===== config.mk =====
export PLATFORM = sky130hd
export DESIGN_NAME = aes_cbc_ctrl_flat
export DESIGN_NICKNAME = d
export VERILOG_FILES = /design/src/rtl/aes_cbc_ctrl_if.sv /design/src/rtl/aes_cbc_ctrl.sv /design/src/flat_wrapper.sv
export SDC_FILE = /design/constraint.sdc
export NUM_CORES = 1
export LEC_CHECK = 0
export CORE_MARGIN = 2
export CORE_UTILIZATION = 40
export CTS_BUF_LIST = sky130_fd_sc_hd__clkbuf_8
export CTS_CLUSTER_SIZE = 20
export DETAILED_ROUTE_END_ITERATION = 10
export GPL_ROUTABILITY_DRIVEN = 0
export PLACE_DENSITY = 0.66
export REMOVE_ABC_BUFFERS = 1
export SLEW_MARGIN = 20
export SYNTH_ARGS = -nofsm -noshare
export SYNTH_HDL_FRONTEND = slang
export SYNTH_SLANG_ARGS = --single-unit

===== constraint.sdc =====
create_clock -name clk -period 4.95 [get_ports clk]
set_input_delay 0.99 -clock clk [delete_from_list [all_inputs] [get_ports clk]]
set_output_delay 0.99 -clock clk [all_outputs]
set_load 0.01 [all_outputs]

===== src/rtl/aes_cbc_ctrl_if.sv =====
// Bundles the config bus, plaintext/ciphertext streams and cipher-core handshake of aes_cbc_ctrl.
// The slave modport is the controller's view; the master modport is the host/core side.
interface aes_cbc_ctrl_if #(
  parameter int BW = 128,
  parameter int CW = 32
);
  logic          cfg_we;
  logic [3:0]    cfg_addr;
  logic [CW-1:0] cfg_wdata;
  logic          start;
  logic          s_valid;
  logic          s_ready;
  logic [BW-1:0] s_data;
  logic          s_last;
  logic          core_req;
  logic [BW-1:0] core_key;
  logic [BW-1:0] core_din;
  logic          core_ack;
  logic [BW-1:0] core_dout;
  logic          m_valid;
  logic          m_ready;
  logic [BW-1:0] m_data;
  logic          m_last;
  logic          busy;

  modport slave (
    input  cfg_we, cfg_addr, cfg_wdata, start,
    input  s_valid, s_data, s_last,
    input  core_ack, core_dout,
    input  m_ready,
    output s_ready, core_req, core_key, core_din,
    output m_valid, m_data, m_last, busy
  );

  modport master (
    output cfg_we, cfg_addr, cfg_wdata, start,
    output s_valid, s_data, s_last,
    output core_ack, core_dout,
    output m_ready,
    input  s_ready, core_req, core_key, core_din,
    input  m_valid, m_data, m_last, busy
  );
endinterface


===== src/rtl/aes_cbc_ctrl.sv =====
// AES-CBC chaining controller: holds key/IV/skip config, XORs each plaintext block with the
// running chain value, hands it to an external single-block cipher core and streams out ciphertext.
module aes_cbc_ctrl #(
  parameter int BW = 128,
  parameter int CW = 32
) (
  input logic          clk,
  input logic          rst_n,
  aes_cbc_ctrl_if.slave bus
);

  typedef enum logic [1:0] {
    IDLE = 2'd0,
    LOAD = 2'd1,
    CORE = 2'd2,
    OUT  = 2'd3
  } state_t;

  state_t        r_state;
  logic [CW-1:0] r_key [4];
  logic [CW-1:0] r_iv  [4];
  logic [15:0]   r_skip;
  logic [15:0]   r_skip_cnt;
  logic [BW-1:0] r_chain;
  logic [BW-1:0] r_core_din;
  logic [BW-1:0] r_m_data;
  logic          r_last;
  logic          r_s_ready;
  logic          r_core_req;
  logic          r_m_valid;
  logic          r_m_last;
  logic          r_busy;
  logic [BW-1:0] w_iv;

  assign w_iv = {r_iv[0], r_iv[1], r_iv[2], r_iv[3]};

  assign bus.core_key = {r_key[0], r_key[1], r_key[2], r_key[3]};
  assign bus.core_din = r_core_din;
  assign bus.core_req = r_core_req;
  assign bus.s_ready  = r_s_ready;
  assign bus.m_valid  = r_m_valid;
  assign bus.m_data   = r_m_data;
  assign bus.m_last   = r_m_last;
  assign bus.busy     = r_busy;

  // Control FSM; every handshake output is a register updated alongside the state.
  always_ff @(posedge clk or negedge rst_n) begin
    if (!rst_n) begin
      r_state    <= IDLE;
      for (int i = 0; i < 4; i++) begin
        r_key[i] <= '0;
        r_iv[i]  <= '0;
      end
      r_skip     <= 16'd0;
      r_skip_cnt <= 16'd0;
      r_chain    <= '0;
      r_core_din <= '0;
      r_m_data   <= '0;
      r_last     <= 1'b0;
      r_s_ready  <= 1'b0;
      r_core_req <= 1'b0;
      r_m_valid  <= 1'b0;
      r_m_last   <= 1'b0;
      r_busy     <= 1'b0;
    end else begin
      case (r_state)
        IDLE: begin
          if (bus.cfg_we) begin
            case (bus.cfg_addr)
              4'd0, 4'd1, 4'd2, 4'd3: r_key[bus.cfg_addr[1:0]] <= bus.cfg_wdata;
              4'd4, 4'd5, 4'd6, 4'd7: r_iv[bus.cfg_addr[1:0]]  <= bus.cfg_wdata;
              4'd8:                   r_skip <= bus.cfg_wdata[15:0];
              default:                ;
            endcase
          end
          if (bus.start) begin
            r_chain    <= w_iv;
            r_skip_cnt <= r_skip;
            r_s_ready  <= 1'b1;
            r_busy     <= 1'b1;
            r_state    <= LOAD;
          end
        end
        LOAD: begin
          if (bus.s_valid) begin
            r_last <= bus.s_last;
            // Skipped blocks are consumed silently and never touch the chain value.
            if (r_skip_cnt != 16'd0) begin
              r_skip_cnt <= r_skip_cnt - 16'd1;
              if (bus.s_last) begin
                r_s_ready <= 1'b0;
                r_busy    <= 1'b0;
                r_state   <= IDLE;
              end
            end else begin
              r_core_din <= bus.s_data ^ r_chain;
              r_s_ready  <= 1'b0;
              r_core_req <= 1'b1;
              r_state    <= CORE;
            end
          end
        end
        CORE: begin
          if (bus.core_ack) begin
            r_m_data   <= bus.core_dout;
            r_chain    <= bus.core_dout;
            r_m_last   <= r_last;
            r_core_req <= 1'b0;
            r_m_valid  <= 1'b1;
            r_state    <= OUT;
          end
        end
        OUT: begin
          if (bus.m_ready) begin
            r_m_valid <= 1'b0;
            if (r_m_last) begin
              r_busy  <= 1'b0;
              r_state <= IDLE;
            end else begin
              r_s_ready <= 1'b1;
              r_state   <= LOAD;
            end
          end
        end
        default: begin
          r_s_ready  <= 1'b0;
          r_core_req <= 1'b0;
          r_m_valid  <= 1'b0;
          r_busy     <= 1'b0;
          r_state    <= IDLE;
        end
      endcase
    end
  end

endmodule


===== src/flat_wrapper.sv =====
// flat-port wrapper written by rule: the top's interface ports become plain ports
module aes_cbc_ctrl_flat 
#(
  parameter int BW = 128,
  parameter int CW = 32
)
  (clk, rst_n, bus_cfg_we, bus_cfg_addr, bus_cfg_wdata, bus_start, bus_s_valid, bus_s_data, bus_s_last, bus_core_ack, bus_core_dout, bus_m_ready, bus_s_ready, bus_core_req, bus_core_key, bus_core_din, bus_m_valid, bus_m_data, bus_m_last, bus_busy);
  aes_cbc_ctrl_if #(.BW(BW), .CW(CW)) bus_i ();
  input logic clk;
  input logic rst_n;
  input wire logic [$bits(bus_i.cfg_we)-1:0] bus_cfg_we;
  input wire logic [$bits(bus_i.cfg_addr)-1:0] bus_cfg_addr;
  input wire logic [$bits(bus_i.cfg_wdata)-1:0] bus_cfg_wdata;
  input wire logic [$bits(bus_i.start)-1:0] bus_start;
  input wire logic [$bits(bus_i.s_valid)-1:0] bus_s_valid;
  input wire logic [$bits(bus_i.s_data)-1:0] bus_s_data;
  input wire logic [$bits(bus_i.s_last)-1:0] bus_s_last;
  input wire logic [$bits(bus_i.core_ack)-1:0] bus_core_ack;
  input wire logic [$bits(bus_i.core_dout)-1:0] bus_core_dout;
  input wire logic [$bits(bus_i.m_ready)-1:0] bus_m_ready;
  output wire logic [$bits(bus_i.s_ready)-1:0] bus_s_ready;
  output wire logic [$bits(bus_i.core_req)-1:0] bus_core_req;
  output wire logic [$bits(bus_i.core_key)-1:0] bus_core_key;
  output wire logic [$bits(bus_i.core_din)-1:0] bus_core_din;
  output wire logic [$bits(bus_i.m_valid)-1:0] bus_m_valid;
  output wire logic [$bits(bus_i.m_data)-1:0] bus_m_data;
  output wire logic [$bits(bus_i.m_last)-1:0] bus_m_last;
  output wire logic [$bits(bus_i.busy)-1:0] bus_busy;
  assign bus_i.cfg_we = bus_cfg_we;
  assign bus_i.cfg_addr = bus_cfg_addr;
  assign bus_i.cfg_wdata = bus_cfg_wdata;
  assign bus_i.start = bus_start;
  assign bus_i.s_valid = bus_s_valid;
  assign bus_i.s_data = bus_s_data;
  assign bus_i.s_last = bus_s_last;
  assign bus_i.core_ack = bus_core_ack;
  assign bus_i.core_dout = bus_core_dout;
  assign bus_i.m_ready = bus_m_ready;
  assign bus_s_ready = bus_i.s_ready;
  assign bus_core_req = bus_i.core_req;
  assign bus_core_key = bus_i.core_key;
  assign bus_core_din = bus_i.core_din;
  assign bus_m_valid = bus_i.m_valid;
  assign bus_m_data = bus_i.m_data;
  assign bus_m_last = bus_i.m_last;
  assign bus_busy = bus_i.busy;
  aes_cbc_ctrl #(.BW(BW), .CW(CW)) u_core (.clk(clk), .rst_n(rst_n), .bus(bus_i));
endmodule

# Word-level counts from Yosys, hierarchy flattened
# Cells that the tools add are included.
# totals
reg_bits,680
in_bits,300
output_inout_bits,389
word_cells,109
# op_classes
n_addsub,1
order_cmp,2
eq_ne,21
mux,38
bitwise_logic,3
reduce_logical,24
# ops
cell,n
$bwmux 128,2
$mux 128,2
$pmux 128 s2,1
$xor 128x128->128,1
$demux 32 s2,1
$mux 16,3
$mux 32,1
$pmux 16 s2,1
$reduce_and 3->1,6
$eq 4x3->1 const B,4
$mux 1,16
$reduce_bool 16->1,1
$sub 16x1->16 const B,1
$ne 2x2->1 const B,7
$mux 2,6
$eq 4x2->1 const B,2
$pmux 2 s4,1
$reduce_and 4->1,2
$reduce_bool 2->1,4
$reduce_or 4->1,2
$reduce_and 7->1,1
$pmux 1 s3,2
$reduce_and 6->1,1
$reduce_and 5->1,1
other kinds (16),20

# Longest topological paths before layout
# depth
word_depth,6
mapped_depth,11
depth_no_buf,7

# Least setup slack after synthesis
# Ideal clock, no wire load.
# synth_path
kind,input-to-reg
startpoint,input port bus_cfg_addr[3]
endpoint,"register u_core.r_key, in the netlist u_core.bus.core_key[66]"
setup_ps,125
t_arrival_ps,2482
t_required_ps,4825
slack_ps,2343
stages,5
path_buffers,2
cell_sequence,or3_1 -> clkbuf_1 -> nor3b_1 -> buf_2 -> mux2_2
# synth_between
elab_chain_cells,3
word_cells_on_any_way,6
cone_classes,3 x eq/ne; 3 x reduce/logical
# synth_rtl
item,line,text
from (decl),flat_wrapper.sv:12,input wire logic [$bits(bus_i.cfg_addr)-1:0] bus_cfg_addr;
$eq 4x1->1 (tied with other cells),aes_cbc_ctrl.sv:69,case (bus.cfg_addr)
$reduce_or 4->1 (*),aes_cbc_ctrl.sv:69,
$reduce_and 3->1 (no line) (*),--,
"to (signal, indexed assignment)",aes_cbc_ctrl.sv:70,"4'd0, 4'd1, 4'd2, 4'd3: r_key[bus.cfg_addr[1:0]] <= bus.cfg_wdata;"
to (decl),aes_cbc_ctrl.sv:20,logic [CW-1:0] r_key [4];
# Mark *: on every way between the ends. The rest lies on a longest branch, timed or not.
# A chain may end at the register's enable or synchronous reset.

==> impl_metrics.csv <==
group,metric,value,unit
floorplan,initial_core_util,0.404,
yosys,syn_area_per_cell,13.0,µm²
clock_tree,cts_sinks,680,
floorplan,core-area,0.0686,mm²
power,comb_power_share,0.269,
power,seqPwrFrac,0.448,
yosys,syn_area,0.0277,mm²
power,p_leak,17.8,nW
placement,placed_cell_area,0.0356,mm²
finish,fin_area,0.0379,mm²
drt,ant_nets,0,
timing,tns,0,ps
timing,hold_violations,0,
setup_path,cp.arrival,3760,ps
yosys,postSynthCellCount,2127,
finish,nFillCells,5727,
setup_path,crit_fanout,80,
yosys,yosysSeqAreaShare,0.615,
floorplan,die_w,267,µm
floorplan,dieArea,0.0713,mm²
clock_tree,numCtsBuffers,114,
drt,wl_per_cell,21.6,µm
yosys,synth-seq-cells,680,
power,p_switching,0.00525,W
yosys,synth_edf_count,0,
finish,finalNetCount,3140,
global_routing,grt_overflow,0,
setup_path,crit_top_cell,"nand2_1",
timing,slew_headroom,0.332,
timing,timing.final.crit_share,0.646,
power,ir_worst_vdd,256,µV
global_routing,grt_pass1_wl,126000,µm
clock_tree,clockBufferDepth,3,
timing,timing.hold.ws,297,ps
timing,slew_viol_final,0,
floorplan,rows,96,
setup_path,critPathCaptureType,"flop",
run,drv_cap,0,
floorplan,dieHeight,267,µm
setup_path,start_kind,"flop",
hold_path,min_path_type,"input pin to asynchronous set/reset pin",
setup_path,worst-endpoint-required,5510,ps
yosys,synth_ff_type,"dfrtp_1",
power,p_per_area,470,mW/mm²
timing,tightest_slew,1000,ps
setup_path,max_stage_delay,990,ps
drt,firstDrtPassIters,5,
clock_tree,cts_max_level,3,
power,internal-power,0.0126,W
outcome,status,"finished clean",
timing,fmax,313,MHz
placement,dpl.hpwl,57700,µm
clock_tree,insertion_delay,700,ps
timing,setup_violations,0,
global_routing,grt_max_degree,125,
placement,pre_cts_slack,1430,ps
yosys,yosysWarnings,0,
timing,rsz0062_at_grt,"no",
power,p_sw_frac,0.294,
drt,drc_errors,0,
drt,vias,19200,
yosys,synth.distinct_cells,46,
timing,worst_slack,1750,ps
timing,fin_skew,25.9,ps
global_routing,gr-usage-all-layers,0.233,
setup_path,crit_type,"flop to flop",
placement,dp.cells,3653,
finish,area_growth,37.0,%
global_routing,grt_antenna_before_repair,3,
placement,io_buffer_count,688,
floorplan,io_pins,689,
drt,vias_per_cell,4.98,
yosys,synthArstFlopShare,1.00,
global_routing,grt_pass1_vias,20400,
setup_path,path_cells,"nor2b_1 -> nand2_1 -> or4_4 -> buf_12 -> nand2_1 -> o21ai_1",
finish,fin_cells,3861,
clock_tree,postCtsSetupRepairBufs,0,
clock_tree,cts_tree,"yes",
setup_path,cp_slowest_cell,"or4_4",
finish,drive_gt1_frac,0.209,
clock_tree,ctsResizeCount,0,
clock_tree,postCtsHoldBufs,0,
clock_tree,cts.clk_slew.worst_paths,70,ps
drt,routed_wl,83300,µm
clock_tree,clockRootBuffer,"clkbuf_8",
power,clock_power_share,0.283,
drt,dr.first_iter.drc_count,1087,
timing,period_minus_slack,3200,ps
[critical path, delay by kind of cell (launching register included)]
family / cells / cell delay [ps]
compound gates: 1 / 70
buf+inv: 1 / 370
simple gates: 4 / 1990
flops: 1 / 570
[state kept, by name (all words and copies together) (netlist names), named ones only]
| register | count |
|---|---|
| u_core.bus.busy | 1 |
| u_core.bus.core_din | 128 |
| u_core.bus.core_key | 128 |
| u_core.bus.core_req | 1 |
| u_core.bus.m_data | 128 |
| u_core.bus.m_last | 1 |
| u_core.bus.m_valid | 1 |
| u_core.bus.s_ready | 1 |
| u_core.r_chain | 128 |
| u_core.r_iv | 128 |
| u_core.r_last | 1 |
| u_core.r_skip | 16 |
| u_core.r_skip_cnt | 16 |
| u_core.r_state | 1 |
[layout make-up]
cell class	instances	area, µm²	share of cell area
clock buffers	151	2080	0.0548
clock inverters	54	272	0.00716
multi-input cells	1319	10100	0.266
flip-flops and latches	680	17000	0.449
diodes	3	7.51	0.000198
inverters	3	11.3	0.000297
well taps	931	1160	0.0307
repair buffers	720	7280	0.192
[path summary, 6_finish.rpt]
kind,end,slack (ps),depth (start not counted)
setup / recovery,u_core.bus.core_din[90],1750,6
hold reg to reg,u_core.bus.core_din[2],480,2
hold / removal,u_core.bus.core_din[121],300,1
min in group clk,u_core.bus.core_din[2],480,2
max in group asynchronous,u_core.bus.m_data[52],3270,3
setup reg to reg,u_core.bus.core_din[90],1750,6
[cell families (layout without fill, tap and decap cells)]
logic type | after synthesis | count (layout) | share of synthesized area
DFF | 680 | 680 | 0.615
muxes | 531 | 531 | 0.210
and+or+nand+nor | 346 | 346 | 0.0520
AOI/OAI and AO/OA | 312 | 312 | 0.0597
xor gates and xnor gates | 128 | 128 | 0.0405
buffers and inverters | 128 | 928 | 0.0222
adders and majority gates | 2 | 2 | 0.000904
other | 0 | 3 | 0
[cells in the final DEF (no fill, tap or decap), types with 6 or more instances in the layout]
master	n
clkdlybuf4s50_1	687
xnor2_1	128
o21ai_0	154
o21ai_1	119
a21oi_1	11
clkbuf_8	151
or4_1	7
dfrtp_1	680
buf_12	12
mux2i_1	129
nor3_1	6
mux2_2	402
clkinv_2	7
nor2_1	17
buf_4	20
inv_1	44
nand2_1	280
[metal layers]
metal	GRT usage	up-vias	routed length (µm)
met5	0	-	0
met4	0.0799	0	2230
met3	0.0529	124	4860
met2	0.408	550	42900
met1	0.283	9719	33300
li1	-	8825	-
[synth_stat cells, types with 2 or more instances]
cell type,number,area share
dfrtp_1,680,0.61
mux2_2,402,0.16
nand2_1,281,0.038
o21ai_0,154,0.028
mux2i_1,129,0.047
xnor2_1,128,0.040
o21ai_1,119,0.022
clkbuf_1,79,0.011
buf_1,18,0.0024
nor2_1,18,0.0024
buf_6,16,0.0065
buf_2,12,0.0022
a21oi_1,11,0.0020
nor3_1,7,0.0013
or4_1,7,0.0019
nand2b_1,5,0.0011
nand3b_1,4,0.0011
nor4_1,4,0.00090
a22o_1,3,0.00095
inv_1,3,0.00041
nand3_1,3,0.00054
nor3b_1,3,0.00081
o211ai_1,3,0.00081
o22ai_1,3,0.00068
o32a_1,3,0.0011
or2_2,3,0.00068
or3_1,3,0.00068
a211oi_1,2,0.00054
a21o_1,2,0.00054
a22oi_1,2,0.00054
ha_1,2,0.00090
nor2b_1,2,0.00045
o22a_1,2,0.00063
o311ai_0,2,0.00063
[metrics by stage]
step           utilization  power, W
4_1_cts              0.553    0.0180
2_1_floorplan            -    0.0102
3_5_place_dp         0.519    0.0129
3_3_place_gp         0.519    0.0127
6_report             0.553    0.0178
5_1_grt              0.553    0.0189
[power groups by stage]
stage,combinational (W),sequential (W),clock (W)
floorplan,0.00202,0.00819,0
global route,0.00522,0.00817,0.00546
CTS,0.00486,0.00799,0.00519
global placement,0.00472,0.00799,0
finish,0.00479,0.00799,0.00505
detailed placement,0.00484,0.00808,0
Note: power is estimated with default switching activity, not from simulation.
